[src/rtl/sram_fifo_ctrl.sv]
// Byte FIFO controller in front of a single-port asynchronous-read SRAM.
// One SRAM access per cycle, read/write arbitrated round-robin, registered read port.
module sram_fifo_ctrl #(
    parameter int unsigned ADDR_W = 10,
    parameter int unsigned DATA_W = 8
) (
    input  logic              clk,
    input  logic              rst_n,
    input  logic              clr,
    input  logic              s_valid,
    output logic              s_ready,
    input  logic [DATA_W-1:0] s_data,
    output logic              m_valid,
    input  logic              m_ready,
    output logic [DATA_W-1:0] m_data,
    output logic [ADDR_W:0]   level,
    output logic [ADDR_W-1:0] sram_addr,
    output logic [DATA_W-1:0] sram_din,
    output logic              sram_wr,
    output logic              sram_cs,
    input  logic [DATA_W-1:0] sram_dout
);

    localparam int unsigned CNT_W = ADDR_W + 1;
    localparam int unsigned DEPTH = 1 << ADDR_W;

    typedef enum logic {
        INIT,
        RUN
    } state_e;

    state_e              state_q, state_d;
    logic [ADDR_W-1:0]   wr_ptr_q, wr_ptr_d;
    logic [ADDR_W-1:0]   rd_ptr_q, rd_ptr_d;
    logic [CNT_W-1:0]    mem_cnt_q, mem_cnt_d;
    logic                last_gnt_q, last_gnt_d;
    logic                m_valid_q, m_valid_d;
    logic [DATA_W-1:0]   m_data_q, m_data_d;

    logic run;
    logic mem_empty;
    logic mem_full;
    logic rd_req;
    logic wr_req;
    logic rd_gnt;
    logic wr_gnt;

    always_comb begin
        run       = (state_q == RUN);
        mem_empty = (mem_cnt_q == '0);
        mem_full  = (mem_cnt_q == CNT_W'(DEPTH));

        // A flush cycle blocks both requests so the SRAM stays idle.
        rd_req = run & !clr & !mem_empty & (!m_valid_q | m_ready);
        wr_req = run & !clr & s_valid & !mem_full;

        // On contention, grant the side that lost last time (last_gnt_q: 1 = write).
        rd_gnt = rd_req & (!wr_req | last_gnt_q);
        wr_gnt = wr_req & (!rd_req | !last_gnt_q);

        s_ready = run & !mem_full & !rd_gnt & !clr;

        sram_cs   = rd_gnt | wr_gnt;
        sram_wr   = wr_gnt;
        sram_addr = wr_gnt ? wr_ptr_q : rd_ptr_q;
        sram_din  = wr_gnt ? s_data : '0;

        m_valid = m_valid_q;
        m_data  = m_data_q;
        level   = mem_cnt_q + CNT_W'(m_valid_q);
    end

    always_comb begin
        state_d    = state_q;
        wr_ptr_d   = wr_ptr_q;
        rd_ptr_d   = rd_ptr_q;
        mem_cnt_d  = mem_cnt_q;
        last_gnt_d = last_gnt_q;
        m_valid_d  = m_valid_q;
        m_data_d   = m_data_q;

        unique case (state_q)
            INIT: begin
                state_d = RUN;
            end
            RUN: begin
                if (clr) begin
                    wr_ptr_d   = '0;
                    rd_ptr_d   = '0;
                    mem_cnt_d  = '0;
                    last_gnt_d = 1'b0;
                    m_valid_d  = 1'b0;
                    m_data_d   = '0;
                end else begin
                    if (wr_gnt) begin
                        wr_ptr_d   = wr_ptr_q + ADDR_W'(1);
                        mem_cnt_d  = mem_cnt_q + CNT_W'(1);
                        last_gnt_d = 1'b1;
                    end
                    // A read grant reloads the output register even while it is
                    // being consumed, giving one byte per clock when uncontended.
                    if (rd_gnt) begin
                        rd_ptr_d   = rd_ptr_q + ADDR_W'(1);
                        mem_cnt_d  = mem_cnt_q - CNT_W'(1);
                        last_gnt_d = 1'b0;
                        m_valid_d  = 1'b1;
                        m_data_d   = sram_dout;
                    end else if (m_valid_q && m_ready) begin
                        m_valid_d  = 1'b0;
                    end
                end
            end
            default: begin
                state_d = INIT;
            end
        endcase
    end

    always_ff @(posedge clk or negedge rst_n) begin
        if (!rst_n) begin
            state_q    <= INIT;
            wr_ptr_q   <= '0;
            rd_ptr_q   <= '0;
            mem_cnt_q  <= '0;
            last_gnt_q <= 1'b0;
            m_valid_q  <= 1'b0;
            m_data_q   <= '0;
        end else begin
            state_q    <= state_d;
            wr_ptr_q   <= wr_ptr_d;
            rd_ptr_q   <= rd_ptr_d;
            mem_cnt_q  <= mem_cnt_d;
            last_gnt_q <= last_gnt_d;
            m_valid_q  <= m_valid_d;
            m_data_q   <= m_data_d;
        end
    end

endmodule

[config.mk]
export PLATFORM = sky130hd
export DESIGN_NAME = sram_fifo_ctrl
export DESIGN_NICKNAME = d
export VERILOG_FILES = /design/src/rtl/sram_fifo_ctrl.sv
export SDC_FILE = /design/constraint.sdc
export NUM_CORES = 1
export LEC_CHECK = 0
export BUFFER_PORTS_ARGS = -buffer_cell sky130_fd_sc_hd__buf_2
export CAP_MARGIN = 20
export CORE_MARGIN = 4
export CORE_UTILIZATION = 55
export CTS_CLUSTER_SIZE = 20
export DETAILED_ROUTE_END_ITERATION = 12
export PLACE_DENSITY = 0.79
export RECOVER_POWER = 25
export SLEW_MARGIN = 20
export SYNTH_ARGS = -nofsm -noshare
export SYNTH_HDL_FRONTEND = slang
export SYNTH_SLANG_ARGS = --single-unit
[constraint.sdc]
create_clock -name clk -period 5 [get_ports clk]
set_input_delay 0.25 -clock clk [delete_from_list [all_inputs] [get_ports clk]]
set_output_delay 0.25 -clock clk [all_outputs]
set_load 0.05 [all_outputs]
# After elaboration in Yosys (flattened, before gate mapping)
# Index checks and enable logic that the tools add are counted.
[word_totals] reg_bits=42 out_inout_bits=41 word_cells=62
[op_classes] add_sub_neg=5 n_eq_ne=1 mux=17 n_bitwise=14 reduce_logical=18
[ops] cell="10-bit two-way mux" n=5
[ops] cell="11-bit two-way mux" n=3
[ops] cell="8-bit two-way mux" n=3
[ops] cell="10-bit by 1-bit adder with 10-bit output, second input constant" n=2
[ops] cell="11-bit by 1-bit adder with 11-bit output" n=1
[ops] cell="11-bit by 1-bit adder with 11-bit output, second input constant" n=1
[ops] cell="11-bit equality test, second input constant" n=1
[ops] cell="11-bit logical NOT" n=1
[ops] cell="11-bit by 1-bit subtractor with 11-bit output, second input constant" n=1
[ops] cell="1-bit bitwise AND" n=10
[ops] cell="1-bit logical NOT" n=8
[ops] cell="2-bit AND reduction" n=4
[ops] cell="1-bit two-way mux" n=6
[ops] cell="3-bit nonzero test" n=2
[ops] cell="1-bit OR" n=4
[ops] cell="2-bit nonzero test" n=2
[ops] cell="1-bit logical AND" n=1

# Depth between registers and ports, before layout
# Gate-level depths: netlist (run 1).
[depth] word_depth=10 ltp_mapped=13 ltp_nobuf=11

# Least setup slack after synthesis (run 1)
# OpenSTA, ideal clock, no wires.
[synth_timing] kind="register to output" startpoint="register mem_cnt_q[6]" endpoint="output port s_ready" arrival_ns=3.298 required_ns=4.750 path_slack_ns=1.452 path_stages_with_launch=8 n_path_buf=2 path_cell_list="dfrtp_1 nor4_4 a32oi_1 o21ai_2 clkinv_2 buf_2 buf_2 nor4b_1"
[synth_between] elab_chain_len=9 elab_cells_between_ends=14 cone_classes="1 x eq/ne; 8 x bitwise; 5 x reduce/logical"
[synth_lines] element="from (decl)" line_no="35" rtl="logic [CNT_W-1:0] mem_cnt_q, mem_cnt_d;"
[synth_lines] element="from (signal assigned)" line_no="132" rtl="mem_cnt_q <= mem_cnt_d;"
[synth_lines] element="11-bit equality test" line_no="51" rtl="mem_full = (mem_cnt_q == CNT_W'(DEPTH));"
[synth_lines] element="1-bit logical NOT" line_no="55, 61"
[synth_lines] element="1-bit bitwise AND" line_no="55" rtl="wr_req = run & !clr & s_valid & !mem_full;"
[synth_lines] element="1-bit logical NOT" line_no="58" rtl="rd_gnt = rd_req & (!wr_req | last_gnt_q);"
[synth_lines] element="1-bit OR" line_no="58"
[synth_lines] element="1-bit bitwise AND" line_no="58"
[synth_lines] element="1-bit logical NOT" line_no="61" rtl="s_ready = run & !mem_full & !rd_gnt & !clr;"
[synth_lines] element="1-bit bitwise AND (*) (2 in series)" line_no="61"
[synth_lines] element="to (decl)" line_no="11" rtl="output logic s_ready,"
# Mark *: on every way between the ends. The rest lies on a longest branch, timed or not.

# Worst setup path in the final report (run 1)
[layout_timing] startpoint="register mem_cnt_q[1]" endpoint="register mem_cnt_q[10]"
[layout_between] elab_chain_len=9 elab_cells_between_ends=20 cone_classes="2 x add/sub; 1 x eq/ne; 3 x mux; 7 x bitwise; 7 x reduce/logical"
[layout_lines] element="11-bit logical NOT" line_no="50" rtl="mem_empty = (mem_cnt_q == '0);"
[layout_lines] element="1-bit logical NOT" line_no="54" rtl="rd_req = run & !clr & !mem_empty & (!m_valid_q | m_ready);"
[layout_lines] element="1-bit bitwise AND (2 in series)" line_no="54"
[layout_lines] element="1-bit logical NOT" line_no="59" rtl="wr_gnt = wr_req & (!rd_req | !last_gnt_q);"
[layout_lines] element="1-bit OR" line_no="59"
[layout_lines] element="1-bit bitwise AND" line_no="59"
[layout_lines] element="3-bit nonzero test (no line)"
[layout_lines] element="2-bit AND reduction (no line)"
# Several ways; a longest one is shown, not always the timed one. The select of a mux whose other input is x is not followed.
# A chain may end at the register's enable or synchronous reset.

==> metrics, run 1 <==
average footprint of a synthesized cell 9.67 um2; Routed WL 6690 um; WL/cell 16.1 um; number of H-tree levels 2; Critical Path RT 5.17 ns; global-route usage over all layers 22.4%; dominant register cell in the synthesized netlist sky130_fd_sc_hd__dfrtp_1; mux contribution to synthesized area 5.91%; final design instance area without fill 0.00323 mm2; reg-to-reg slack, setup 1.46 ns; Peak VDD IR 0.000362 V; portion of the clock cycle consumed by the worst path in the final layout 70.9%; number of nets in the synthesized netlist 322; clock buffers created by TritonCTS 5; area of the core 0.00482 mm2; initial detailed-routing violation count 159; switching power 0.809 mW; main combinational cell family by area after synthesis simple AND/OR/NAND/NOR gates; post-route clock skew 0.0118 ns; Critical Setup Path Class flop to flop; CP arrival 3.71 ns; Layout Utilization 67.0%; die outline height 79.0 um; worst-path maximum fanout 29; netlist area before placement 0.00278 mm2; DRT antenna net count 0; wire length of the first global-routing pass 11,000 um; clock slew at the register clock pins of the worst setup and hold paths 0.09 ns; sequential-to-total area share from yosys stat 37.9%; Least-Margin Pin Slew 1.76 ns; number of iterations in the first detailed-routing pass 4; switching share of power 50.8%; critical register-to-register path startpoint mem_cnt_q[1]$_DFFE_PN0P_; FP Rows 25; die boundary width 79.0 um; via count of the routed design 2,408; Warnings, synthesis 0; area delta synth->final 16.3%; clock share of power 13.6%; final weighted congestion in routability-driven placement 0.924; Final Hold Violating Endpoints 0; Design Power 1.59 mW; half-perimeter wire length after placement 4910 um; total inserted antenna cells 0; final global-route overflow total 0; run status finished, violations left; Worst Setup SP mem_cnt_q[1]$_DFFE_PN0P_; clock period minus final worst setup slack 3.54 ns; Bufs on Longest Clock Path 2; number of flops mapped to enable cells by yosys 0; Gate power share 51.6%; cell at the root of the clock tree sky130_fd_sc_hd__clkbuf_8; pin count of the biggest net entering global routing 43; via count normalized by instance count 5.82; Residual DRC 0; via count of the first global-routing pass 2,301; RSZ-0062 raised after global routing no; number of antenna violations at the first check in global routing 0; setup_tns 0 ns; Post-CTS Setup Repair Bufs 0; net count reported at finish 381; I/O pin total 62; final number of setup-violating endpoints 0; failing checks capacitance limit, slew limit; internal power consumption 0.782 mW; capturing point of the worst reg2reg path mem_cnt_q[10]$_DFFE_PN0P_; number of flip-flops and latches in the synthesized netlist 42; max_slew headroom -17.6%; final-report max-slew violation count 34; layout cell share with drive strength beyond 1 26.2%; die area 0.00625 mm2; startpoint kind of the worst setup timing path flop; clock latency on the worst-skew pair 0.30 ns; sequential cell fraction of total power 34.7%; post-synthesis xor/xnor area fraction 8.21%; number of cells produced by synthesis 287; simple-gate share of the synthesized area 20.2%; Critical Path Sink Type flop; Hold-fix buffers, CTS 0; worst hold slack 0.169 ns; filler cell count in the final layout 418; library cells used by synthesis 51; post-cts resize count 0; depth of the worst register-to-register path 11; Synth Area in Compound Gates 17.2%; CP endpoint mem_cnt_q[10]$_DFFE_PN0P_; Placed Area 0.00313 mm2; clock sink count 42; starting density of the core 57.6%; clock tree from TritonCTS yes; achievable clock frequency 282 MHz; Leak Pwr 1.62 nW; FFs w/ async S/R, synth 100%; adder-cell share of the synthesized area 6.58%; type of the worst min-delay path input pin to flop; number of port buffers 61; cell area power density 493 mW/mm2; reported max-cap violation count 1
[power by group through the flow]
stage / Sequential (mW) / Clock, mW / Combinational (mW)
3_3_place_gp: 0.552 / 0 / 0.800
2_1_floorplan: 0.598 / 0 / 0.586
4_1_cts: 0.550 / 0.223 / 0.825
6_report: 0.553 / 0.217 / 0.822
3_5_place_dp: 0.554 / 0 / 0.823
5_1_grt: 0.567 / 0.239 / 0.886
[state kept, by name, indices dropped and copies added, names as in the netlist]
| register | count |
|---|---|
| mem_cnt_q | 11 |
| rd_ptr_q | 10 |
| m_valid | 1 |
| run | 1 |
| wr_ptr_q | 10 |
| m_data | 8 |
| last_gnt_q | 1 |
[layer usage]
metal  global-route usage, %  vias to the layer above  part of all wire, %
li1                        -                     1162                    -
met4                    7.56                        0                  1.8
met5                       0                        -                    0
met1                    31.5                     1152                   47
met3                    4.76                       14                  5.6
met2                    34.3                       80                   46
[cells in the mapped netlist, drive strengths merged (2+ instances only)]
master,instances,share of area [%]
and3,13,2.9
a22o,10,3.2
a21oi,5,0.90
buf,8,1.4
nand3,9,1.6
nor2,15,2.0
o21ai,16,3.3
nand4,6,1.4
or4,2,0.54
nor2b,5,1.1
nor3b,3,0.99
a21o,4,1.1
mux2i,4,1.4
o31ai,3,0.81
clkbuf,4,0.54
o22ai,8,2.0
nor3,4,0.72
o2111ai,2,0.63
o41ai,2,0.63
ha,13,5.9
mux2,11,4.5
nand2b,2,0.45
xnor2,15,4.7
and4,2,0.72
nand3b,2,0.54
dfrtp,42,38
a32oi,2,0.63
o211ai,5,1.4
and2,11,2.5
nand2,21,2.8
xor2,11,3.5
nor4,2,1.5
inv,13,1.8
[logic make-up after synthesis]
family,Yosys count
buffers and inverters,26
AND/OR/NAND/NOR,98
multiplexers,15
adder cells (fa/ha/maj),14
XOR/XNOR,26
flip-flops,42
other,1
AO/OA/AOI/OAI,65
[final cells by class]
cell class	instances	area (um2)	share of cell area [%]
clock buffer	6	72.6	2.25
inverter	14	53.8	1.67
clock inverter	2	13.8	0.426
multi-input combinational	219	1630	50.4
timing repair buffer	64	325	10.1
tap	67	83.8	2.60
sequential	42	1050	32.6
[worst min-delay path by stage]
stage                            start                        to  slack (ns)  cells after the start
after floorplan                  rst_n    last_gnt_q$_DFFE_PN0P_       -0.05                      0
after global placement           rst_n  mem_cnt_q[0]$_DFFE_PN0P_        0.45                      1
after detailed placement         rst_n  mem_cnt_q[3]$_DFFE_PN0P_        0.46                      1
after CTS                        rst_n   wr_ptr_q[2]$_DFFE_PN0P_        0.13                      1
after global routing      sram_dout[2]     m_data[2]$_DFFE_PN0P_        0.16                      2
final                     sram_dout[1]     m_data[1]$_DFFE_PN0P_        0.17                      2
[layout by cell type, fill, tap and decap left out, types with 3 or more instances in the layout]
master | synthesis | layout
sky130_fd_sc_hd__a22o_1 | 10 | 10
sky130_fd_sc_hd__nor2_1 | 15 | 15
sky130_fd_sc_hd__buf_2 | 7 | 60
sky130_fd_sc_hd__nor3_1 | 4 | 4
sky130_fd_sc_hd__mux2i_1 | 4 | 4
sky130_fd_sc_hd__o21ai_2 | 3 | 3
sky130_fd_sc_hd__nand4_1 | 6 | 6
sky130_fd_sc_hd__a21o_1 | 4 | 4
sky130_fd_sc_hd__ha_1 | 13 | 13
sky130_fd_sc_hd__o21ai_0 | 13 | 13
sky130_fd_sc_hd__a21oi_1 | 5 | 5
sky130_fd_sc_hd__xor2_1 | 11 | 11
sky130_fd_sc_hd__mux2_2 | 11 | 11
sky130_fd_sc_hd__nand3_1 | 9 | 9
sky130_fd_sc_hd__o211ai_1 | 5 | 5
sky130_fd_sc_hd__o31ai_1 | 3 | 3
sky130_fd_sc_hd__xnor2_1 | 15 | 15
sky130_fd_sc_hd__and3_1 | 13 | 13
sky130_fd_sc_hd__clkbuf_8 | 0 | 5
sky130_fd_sc_hd__nand2_1 | 21 | 21
sky130_fd_sc_hd__nor2b_1 | 5 | 5
sky130_fd_sc_hd__dfrtp_1 | 42 | 42
sky130_fd_sc_hd__inv_1 | 12 | 12
sky130_fd_sc_hd__o22ai_1 | 7 | 7
sky130_fd_sc_hd__and2_1 | 11 | 11
sky130_fd_sc_hd__clkbuf_1 | 4 | 3
[per-stage QoR]
step | worst slack (ns) | instances
global placement | 1.61 | 404
detailed placement | 1.49 | 404
finish | 1.46 | 414
global route | 1.13 | 414
CTS | 1.47 | 412
floorplan | 1.45 | 287
[worst max-delay path, cell delays in order, from the launching register on]
cell                       delay, ns
sky130_fd_sc_hd__dfrtp_1        0.49
sky130_fd_sc_hd__nor4_4         0.37
sky130_fd_sc_hd__a32oi_1        0.18
sky130_fd_sc_hd__o21ai_2        0.26
sky130_fd_sc_hd__clkinv_2       0.42
sky130_fd_sc_hd__ha_1           0.42
sky130_fd_sc_hd__or4_1          0.59
sky130_fd_sc_hd__nor2_1         0.12
sky130_fd_sc_hd__a32oi_1        0.12
sky130_fd_sc_hd__xnor2_1        0.17
sky130_fd_sc_hd__nor3b_1        0.21
sky130_fd_sc_hd__nor3b_1        0.07
(Power assumes the default switching activity.)
==> inputs of run 2 (changes only) <==
- clock period: 5 -> 3.7 ns (I/O delays scaled with it)
==> run 2 against run 1 <==
Against the previous run: the run still ends with capacitance limit, slew limit left; count of clock-buffer cells in the layout did not move; die area is the same; setup slack worse by 0.95 ns; hold slack worse by 0.061 ns; sequential share of layout area decreased by 0.18 points; largest cell class unchanged; register-to-register slack worse by 0.95 ns; routed wire length decreased by 1.7%; total power grew 36%; clock skew decreased by 0.0076 ns; utilization rose by 0.36 points; final area rose by 0.54%.
==> metrics, run 2 (same netlist as run 1, synthesis figures left out) <==
clock latency on the worst-skew pair 0.29 ns (was 0.30 ns); switching power 1.09 mW (was 0.809 mW); critical path cell sequence nor4_4 > a32oi_1 > o21ai_2 > clkinv_2 > ha_1 > or4_1 > nor2_1 > a32oi_1 > xnor2_1 > nor3b_1 > nor3b_1 (unchanged); final number of setup-violating endpoints 0 (unchanged); clock sink count 42 (unchanged); worst slack at placement 0.541 ns (was 1.49 ns); FP Rows 25 (unchanged); clock share of power 14.4% (was 13.6%); clock buffers created by TritonCTS 5 (unchanged); via count of the routed design 2,349 (was 2,408); via count normalized by instance count 5.66 (was 5.82); Critical Path RT 3.87 ns (was 5.17 ns); starting density of the core 57.6% (unchanged); Bufs on Longest Clock Path 2 (unchanged); leading registers by flop count mem_cnt_q x11, rd_ptr_q x10, wr_ptr_q x10 (unchanged); met3 track utilization from global routing 3.74% (was 4.76%); post-route clock skew 0.00428 ns (was 0.0118 ns); achievable clock frequency 313 MHz (was 282 MHz); final design instance area without fill 0.00325 mm2 (was 0.00323 mm2); Hold-fix buffers, CTS 0 (unchanged); initial detailed-routing violation count 179 (was 159); commonest non-fill, non-tap cell in the layout sky130_fd_sc_hd__buf_2 (unchanged); die outline height 79.0 um (unchanged); number of port buffers 61 (unchanged); reported max-cap violation count 1 (unchanged); I/O pin total 62 (unchanged); Critical Path Sink Type flop (unchanged); clock slew at the register clock pins of the worst setup and hold paths 0.08 ns (was 0.09 ns); via count of the first global-routing pass 2,263 (was 2,301); die area 0.00625 mm2 (unchanged); cell at the root of the clock tree sky130_fd_sc_hd__clkbuf_8 (unchanged); Peak VDD IR 0.000411 V (was 0.000362 V); DRT antenna net count 0 (unchanged); final global-route overflow total 0 (unchanged); Final Worst Setup Slack 0.505 ns (was 1.46 ns); layout cell share with drive strength beyond 1 27.3% (was 26.2%); post-cts resize count 0 (unchanged); number of antenna violations at the first check in global routing 0 (unchanged); number of iterations in the first detailed-routing pass 4 (unchanged); Placed Area 0.00315 mm2 (was 0.00313 mm2); switching share of power 50.4% (was 50.8%); most frequent cells in the layout sky130_fd_sc_hd__buf_2, sky130_fd_sc_hd__dfrtp_1, sky130_fd_sc_hd__nand2_1, sky130_fd_sc_hd__xnor2_1, sky130_fd_sc_hd__nor2_1 (unchanged); met1 Resource Use GR 31.4% (was 31.5%); register ranked first by flip-flop count mem_cnt_q (unchanged); total inserted antenna cells 0 (unchanged); internal power consumption 1.08 mW (was 0.782 mW); clock period minus final worst setup slack 3.20 ns (was 3.54 ns); final-report max-slew violation count 43 (was 34); Residual DRC 0 (unchanged); WL/cell 15.8 um (was 16.1 um); run status finished, violations left (unchanged); Critical Setup Path Class flop to flop (unchanged); clock tree from TritonCTS yes (unchanged); startpoint kind of the worst setup timing path flop (unchanged); type of the worst min-delay path input pin to flop (unchanged); Post-CTS Setup Repair Bufs 0 (unchanged); RSZ-0062 raised after global routing no (unchanged); die boundary width 79.0 um (unchanged); max_slew headroom -50.9% (was -17.6%); area delta synth->final 17.0% (was 16.3%); Routed WL 6570 um (was 6690 um); pin count of the biggest net entering global routing 43 (unchanged); portion of the clock cycle consumed by the worst path in the final layout 86.4% (was 70.9%); worst-path maximum fanout 9 (was 29); cell area power density 669 mW/mm2 (was 493 mW/mm2); Gate power share 51.5% (was 51.6%); setup_tns 0 ns (unchanged); number of flip-flops in the largest register 11 (unchanged); failing checks capacitance limit, slew limit (unchanged); slowest library cell on the worst path sky130_fd_sc_hd__or4_1 (unchanged); wire length of the first global-routing pass 10,900 um (was 11,000 um); CP arrival 3.37 ns (was 3.71 ns); final weighted congestion in routability-driven placement 0.933 (was 0.924); Leak Pwr 1.64 nW (was 1.62 nW); net count reported at finish 382 (was 381); cell family with most CP delay simple AND/OR/NAND/NOR gates (unchanged); layer with the highest usage after global routing met2 (unchanged); placed cells 407 (was 404); delay of the slowest cell on the worst path 0.59 ns (about the same); number of H-tree levels 2 (unchanged); Worst Path Buf+Inv 1 (unchanged); sequential cell fraction of total power 34.2% (was 34.7%); half-perimeter wire length after placement 4800 um (was 4910 um); global-route usage over all layers 22.2% (was 22.4%); Final Hold Violating Endpoints 0 (unchanged); Cell Count, Final, Fillers Out 415 (was 414); area of the core 0.00482 mm2 (unchanged); fraction of met2 tracks used by global routing 34.2% (was 34.3%); Least-Margin Pin Slew 2.26 ns (was 1.76 ns)
==> run 2: cell types whose count changed in the layout (fill, tap and decap cells not counted), sizes merged <==
cell | previous run | this run
dlygate4sd3 | 1 | 0
clkinvlp | 0 | 1
clkbuf | 8 | 7
clkinv | 3 | 2
buf | 61 | 64
==> run 2: final cells by class <==
| class | count | area [um2] |
|---|---|---|
| fillers | 429 | 1570 |
| multi-input cells | 219 | 1630 |
| clock buffers | 6 | 82.6 |
| flip-flops and latches | 42 | 1050 |
| repair buffers | 65 | 334 |
| inverters | 14 | 53.8 |
| well taps | 67 | 83.8 |
| clock inverters | 2 | 12.5 |
==> run 2: worst paths after layout <==
| path | startpoint | to | slack [ns] | cells past startpoint |
|---|---|---|---|---|
| setup / recovery | mem_cnt_q[1]$_DFFE_PN0P_ | mem_cnt_q[10]$_DFFE_PN0P_ | 0.50 | 11 |
| hold / removal | sram_dout[7] | m_data[7]$_DFFE_PN0P_ | 0.11 | 2 |
| setup reg to reg | mem_cnt_q[1]$_DFFE_PN0P_ | mem_cnt_q[10]$_DFFE_PN0P_ | 0.50 | 11 |
| hold reg to reg | m_data[7]$_DFFE_PN0P_ | m_data[7]$_DFFE_PN0P_ | 0.50 | 1 |
| max in group asynchronous | rst_n | m_data[4]$_DFFE_PN0P_ | 1.85 | 1 |
| min in group asynchronous | rst_n | mem_cnt_q[4]$_DFFE_PN0P_ | 0.55 | 1 |
==> run 2: worst register-to-register path: cells and delay by family, from the launching register on <==
kind | cells | cell delay [ns]
xor+xnor | 1 | 0.16
compound gates | 3 | 0.55
flops | 1 | 0.49
simple gates | 5 | 1.35
buf+inv | 1 | 0.22
fa+ha+maj | 1 | 0.30
==> run 2: stage by stage <==
step | utilization (%) | hold slack [ns] | total power, mW
CTS | 67.4 | 0.0620 | 2.18
floorplan | - | -0.111 | 1.60
global placement | 65.4 | 0.378 | 1.84
detailed placement | 65.4 | 0.386 | 1.86
finish | 67.4 | 0.107 | 2.17
global route | 67.4 | 0.0896 | 2.30
==> run 2: per-layer routing <==
metal  up-vias  wire [um]  part of all wire (%)
met5         -          0                     0
met4         0         77                   1.2
met3         4        353                   5.4
met2        73       3020                    46
met1      1112       3120                    48
li1       1160          -                     -
==> run 2: power groups by stage <==
stage	Sequential [mW]	Clock [mW]	Combinational (mW)
after floorplan	0.807	0	0.792
after global placement	0.744	0	1.09
after detailed placement	0.746	0	1.11
after CTS	0.740	0.324	1.12
after global routing	0.759	0.340	1.20
final	0.742	0.312	1.12
==> inputs of run 3 (changes only) <==
- CTS_BUF_LIST: default -> sky130_fd_sc_hd__clkbuf_2
==> run 3 against run 2 <==
Against the previous run: register-to-register slack lost 0.03 ns; sequential power is essentially flat; clock skew rose by 0.015 ns; largest cell class unchanged; utilization up 0.75 points; final cell count up 2.2%; hold slack got worse by 0.046 ns; via count up 2.3%; maximum frequency shrank 4.7%; global-route usage shrank 0.11 points; first-iteration DRC count decreased by 28%; non-clock buffer count up 9; count of clock-buffer cells in the layout fell by 1; the flow still finishes with violations (capacitance limit, slew limit).
==> metrics, run 3 (same netlist as run 1, synthesis figures left out) <==
run status finished, violations left (unchanged); failing checks capacitance limit, slew limit (unchanged); met3 track utilization from global routing 3.74% (unchanged); internal power consumption 0.975 mW (was 1.08 mW); cell at the root of the clock tree sky130_fd_sc_hd__clkbuf_2 (was sky130_fd_sc_hd__clkbuf_8); Cell Count, Final, Fillers Out 424 (was 415); area of the core 0.00482 mm2 (unchanged); fraction of met2 tracks used by global routing 35.0% (was 34.2%); worst hold endpoint m_valid$_DFFE_PN0P_ (was m_data[7]$_DFFE_PN0P_); Bufs on Longest Clock Path 2 (unchanged); via count normalized by instance count 5.67 (was 5.66); die boundary width 79.0 um (unchanged); Layout Utilization 68.1% (was 67.4%); depth of the worst register-to-register path 11 (unchanged); area of the multi-input gates 0.00163 mm2 (unchanged); Routed WL 6620 um (was 6570 um); max_slew headroom -53.4% (was -50.9%); initial detailed-routing violation count 128 (was 179); launch instance of the worst min-delay path m_ready (was sram_dout[7]); total inserted antenna cells 0 (unchanged); layer with the highest usage after global routing met2 (unchanged); sequential cell fraction of total power 35.8% (was 34.2%); Critical Setup Path Class flop to output port (was flop to flop); portion of the clock cycle consumed by the worst path in the final layout 90.6% (was 86.4%); half-perimeter wire length after placement 4800 um (unchanged); I/O pin total 62 (unchanged); Final Hold Violating Endpoints 0 (unchanged); slowest library cell on the worst path sky130_fd_sc_hd__a311oi_4 (was sky130_fd_sc_hd__or4_1); final number of setup-violating endpoints 0 (unchanged); Design Power 2.07 mW (was 2.17 mW); startpoint kind of the worst setup timing path flop (unchanged); Peak VDD IR 0.000401 V (was 0.000411 V); clock tree from TritonCTS yes (unchanged); clock share of power 9.7% (was 14.4%); Least-Margin Pin Slew 2.30 ns (was 2.26 ns); switching power 1.09 mW (about the same); clock buffers created by TritonCTS 5 (unchanged); layout cell share with drive strength beyond 1 26.3% (was 27.3%); number of port buffers 61 (unchanged); Final Worst Setup Slack 0.349 ns (was 0.505 ns); WL/cell 15.6 um (was 15.8 um); reg-to-reg slack, setup 0.47 ns (was 0.50 ns); leading registers by flop count mem_cnt_q x11, rd_ptr_q x10, wr_ptr_q x10 (unchanged); Gate power share 54.5% (was 51.5%); achievable clock frequency 298 MHz (was 313 MHz); Critical Path Sink Type output port (was flop); reported max-cap violation count 1 (unchanged); FP Rows 25 (unchanged); critical path cell sequence nor4_4 > nand3_1 > a311oi_4 > buf_4 > and2_1 > buf_2 (was nor4_4 > a32oi_1 > o21ai_2 > clkinv_2 > ha_1 > or4_1 > nor2_1 > a32oi_1 > xnor2_1 > nor3b_1 > nor3b_1); switching share of power 52.8% (was 50.4%); worst slack at placement 0.541 ns (unchanged); area delta synth->final 18.3% (was 17.0%); final design instance area without fill 0.00328 mm2 (was 0.00325 mm2); CP arrival 3.17 ns (was 3.37 ns); placed cells 407 (unchanged); final-report max-slew violation count 43 (unchanged); final weighted congestion in routability-driven placement 0.933 (unchanged); final global-route overflow total 0 (unchanged); Residual DRC 0 (unchanged); setup_tns 0 ns (unchanged); number of H-tree levels 2 (unchanged); register ranked first by flip-flop count mem_cnt_q (unchanged); worst hold slack 0.0615 ns (was 0.107 ns); most frequent cells in the layout sky130_fd_sc_hd__buf_2, sky130_fd_sc_hd__dfrtp_1, sky130_fd_sc_hd__nand2_1, sky130_fd_sc_hd__xnor2_1, sky130_fd_sc_hd__nor2_1 (unchanged); type of the worst min-delay path input pin to flop (unchanged); critical register-to-register path startpoint mem_cnt_q[1]$_DFFE_PN0P_ (unchanged); via count of the routed design 2,402 (was 2,349); delay of the slowest cell on the worst path 0.92 ns (was 0.59 ns); post-cts resize count 0 (unchanged); cell area power density 629 mW/mm2 (was 669 mW/mm2); via count of the first global-routing pass 2,289 (was 2,263); post-route clock skew 0.0197 ns (was 0.00428 ns); DRT antenna net count 0 (unchanged); worst-path maximum fanout 20 (was 9); filler cell count in the final layout 431 (was 429); capturing point of the worst reg2reg path mem_cnt_q[10]$_DFFE_PN0P_ (unchanged); die area 0.00625 mm2 (unchanged); pin count of the biggest net entering global routing 43 (unchanged); wire length of the first global-routing pass 11,000 um (was 10,900 um); number of antenna violations at the first check in global routing 0 (unchanged); Seq. cell area 0.00105 mm2 (unchanged); Leak Pwr 1.65 nW (was 1.64 nW); Placed Area 0.00315 mm2 (unchanged); starting density of the core 57.6% (unchanged); clock slew at the register clock pins of the worst setup and hold paths 0.23 ns (was 0.08 ns); clock sink count 42 (unchanged); number of flip-flops in the largest register 11 (unchanged); clock latency on the worst-skew pair 0.42 ns (was 0.29 ns); commonest non-fill, non-tap cell in the layout sky130_fd_sc_hd__buf_2 (unchanged); Critical Path RT 3.51 ns (was 3.87 ns); clock period minus final worst setup slack 3.35 ns (was 3.20 ns); number of iterations in the first detailed-routing pass 4 (unchanged); global-route usage over all layers 22.0% (was 22.2%); number of cells traversed by the worst hold path 4 (was 2); RSZ-0062 raised after global routing no (unchanged); net count reported at finish 391 (was 382); Post-CTS Setup Repair Bufs 0 (unchanged); die outline height 79.0 um (unchanged); met1 Resource Use GR 31.2% (was 31.4%)
## run 3: cell type report
class                   instances  area share (%)
inverters                      14            1.64
multi-input cells             219            49.6
clock buffers                   5           0.762
flip-flops and latches         42            32.0
clock inverters                 3           0.496
well taps                      67            2.55
repair buffers                 74            12.9
## run 3: per-layer routing
| metal | up-vias | part of all wire (%) |
|---|---|---|
| li1 | 1180 | - |
| met1 | 1146 | 47 |
| met2 | 71 | 47 |
| met3 | 5 | 5.0 |
| met4 | 0 | 0.83 |
| met5 | - | 0 |
## run 3: worst max-delay path by stage
stage	startpoint	end	slack, ns
6_report	mem_cnt_q[1]$_DFFE_PN0P_	sram_din[5]	0.35
5_1_grt	mem_cnt_q[6]$_DFFE_PN0P_	sram_din[5]	0.17
4_1_cts	mem_cnt_q[6]$_DFFE_PN0P_	sram_din[5]	0.34
3_5_place_dp	mem_cnt_q[6]$_DFFE_PN0P_	mem_cnt_q[10]$_DFFE_PN0P_	0.54
3_3_place_gp	mem_cnt_q[1]$_DFFE_PN0P_	mem_cnt_q[10]$_DFFE_PN0P_	0.65
2_1_floorplan	mem_cnt_q[6]$_DFFE_PN0P_	s_ready	0.22
## run 3: power groups by stage
stage | Sequential, mW | Combinational, mW | Clock [mW]
after global routing | 0.758 | 1.21 | 0.224
after floorplan | 0.807 | 0.792 | 0
after global placement | 0.744 | 1.09 | 0
final | 0.739 | 1.13 | 0.200
after detailed placement | 0.746 | 1.11 | 0
after CTS | 0.739 | 1.13 | 0.210
## run 3: what timing repair did
| item | in CTS | in global routing |
|---|---|---|
| endpoints found under the setup margin | 0 | 0 |
| endpoints found under the hold margin | 50 | 0 |
| hold buffers | 9 | 0 |
## run 3: critical path, delay by kind of cell (launching register included)
kind / cells / cell delay (ns)
AO/OA/AOI/OAI: 1 / 0.92
AND/OR/NAND/NOR: 3 / 0.74
buffers and inverters: 2 / 0.55
flip-flops: 1 / 0.54
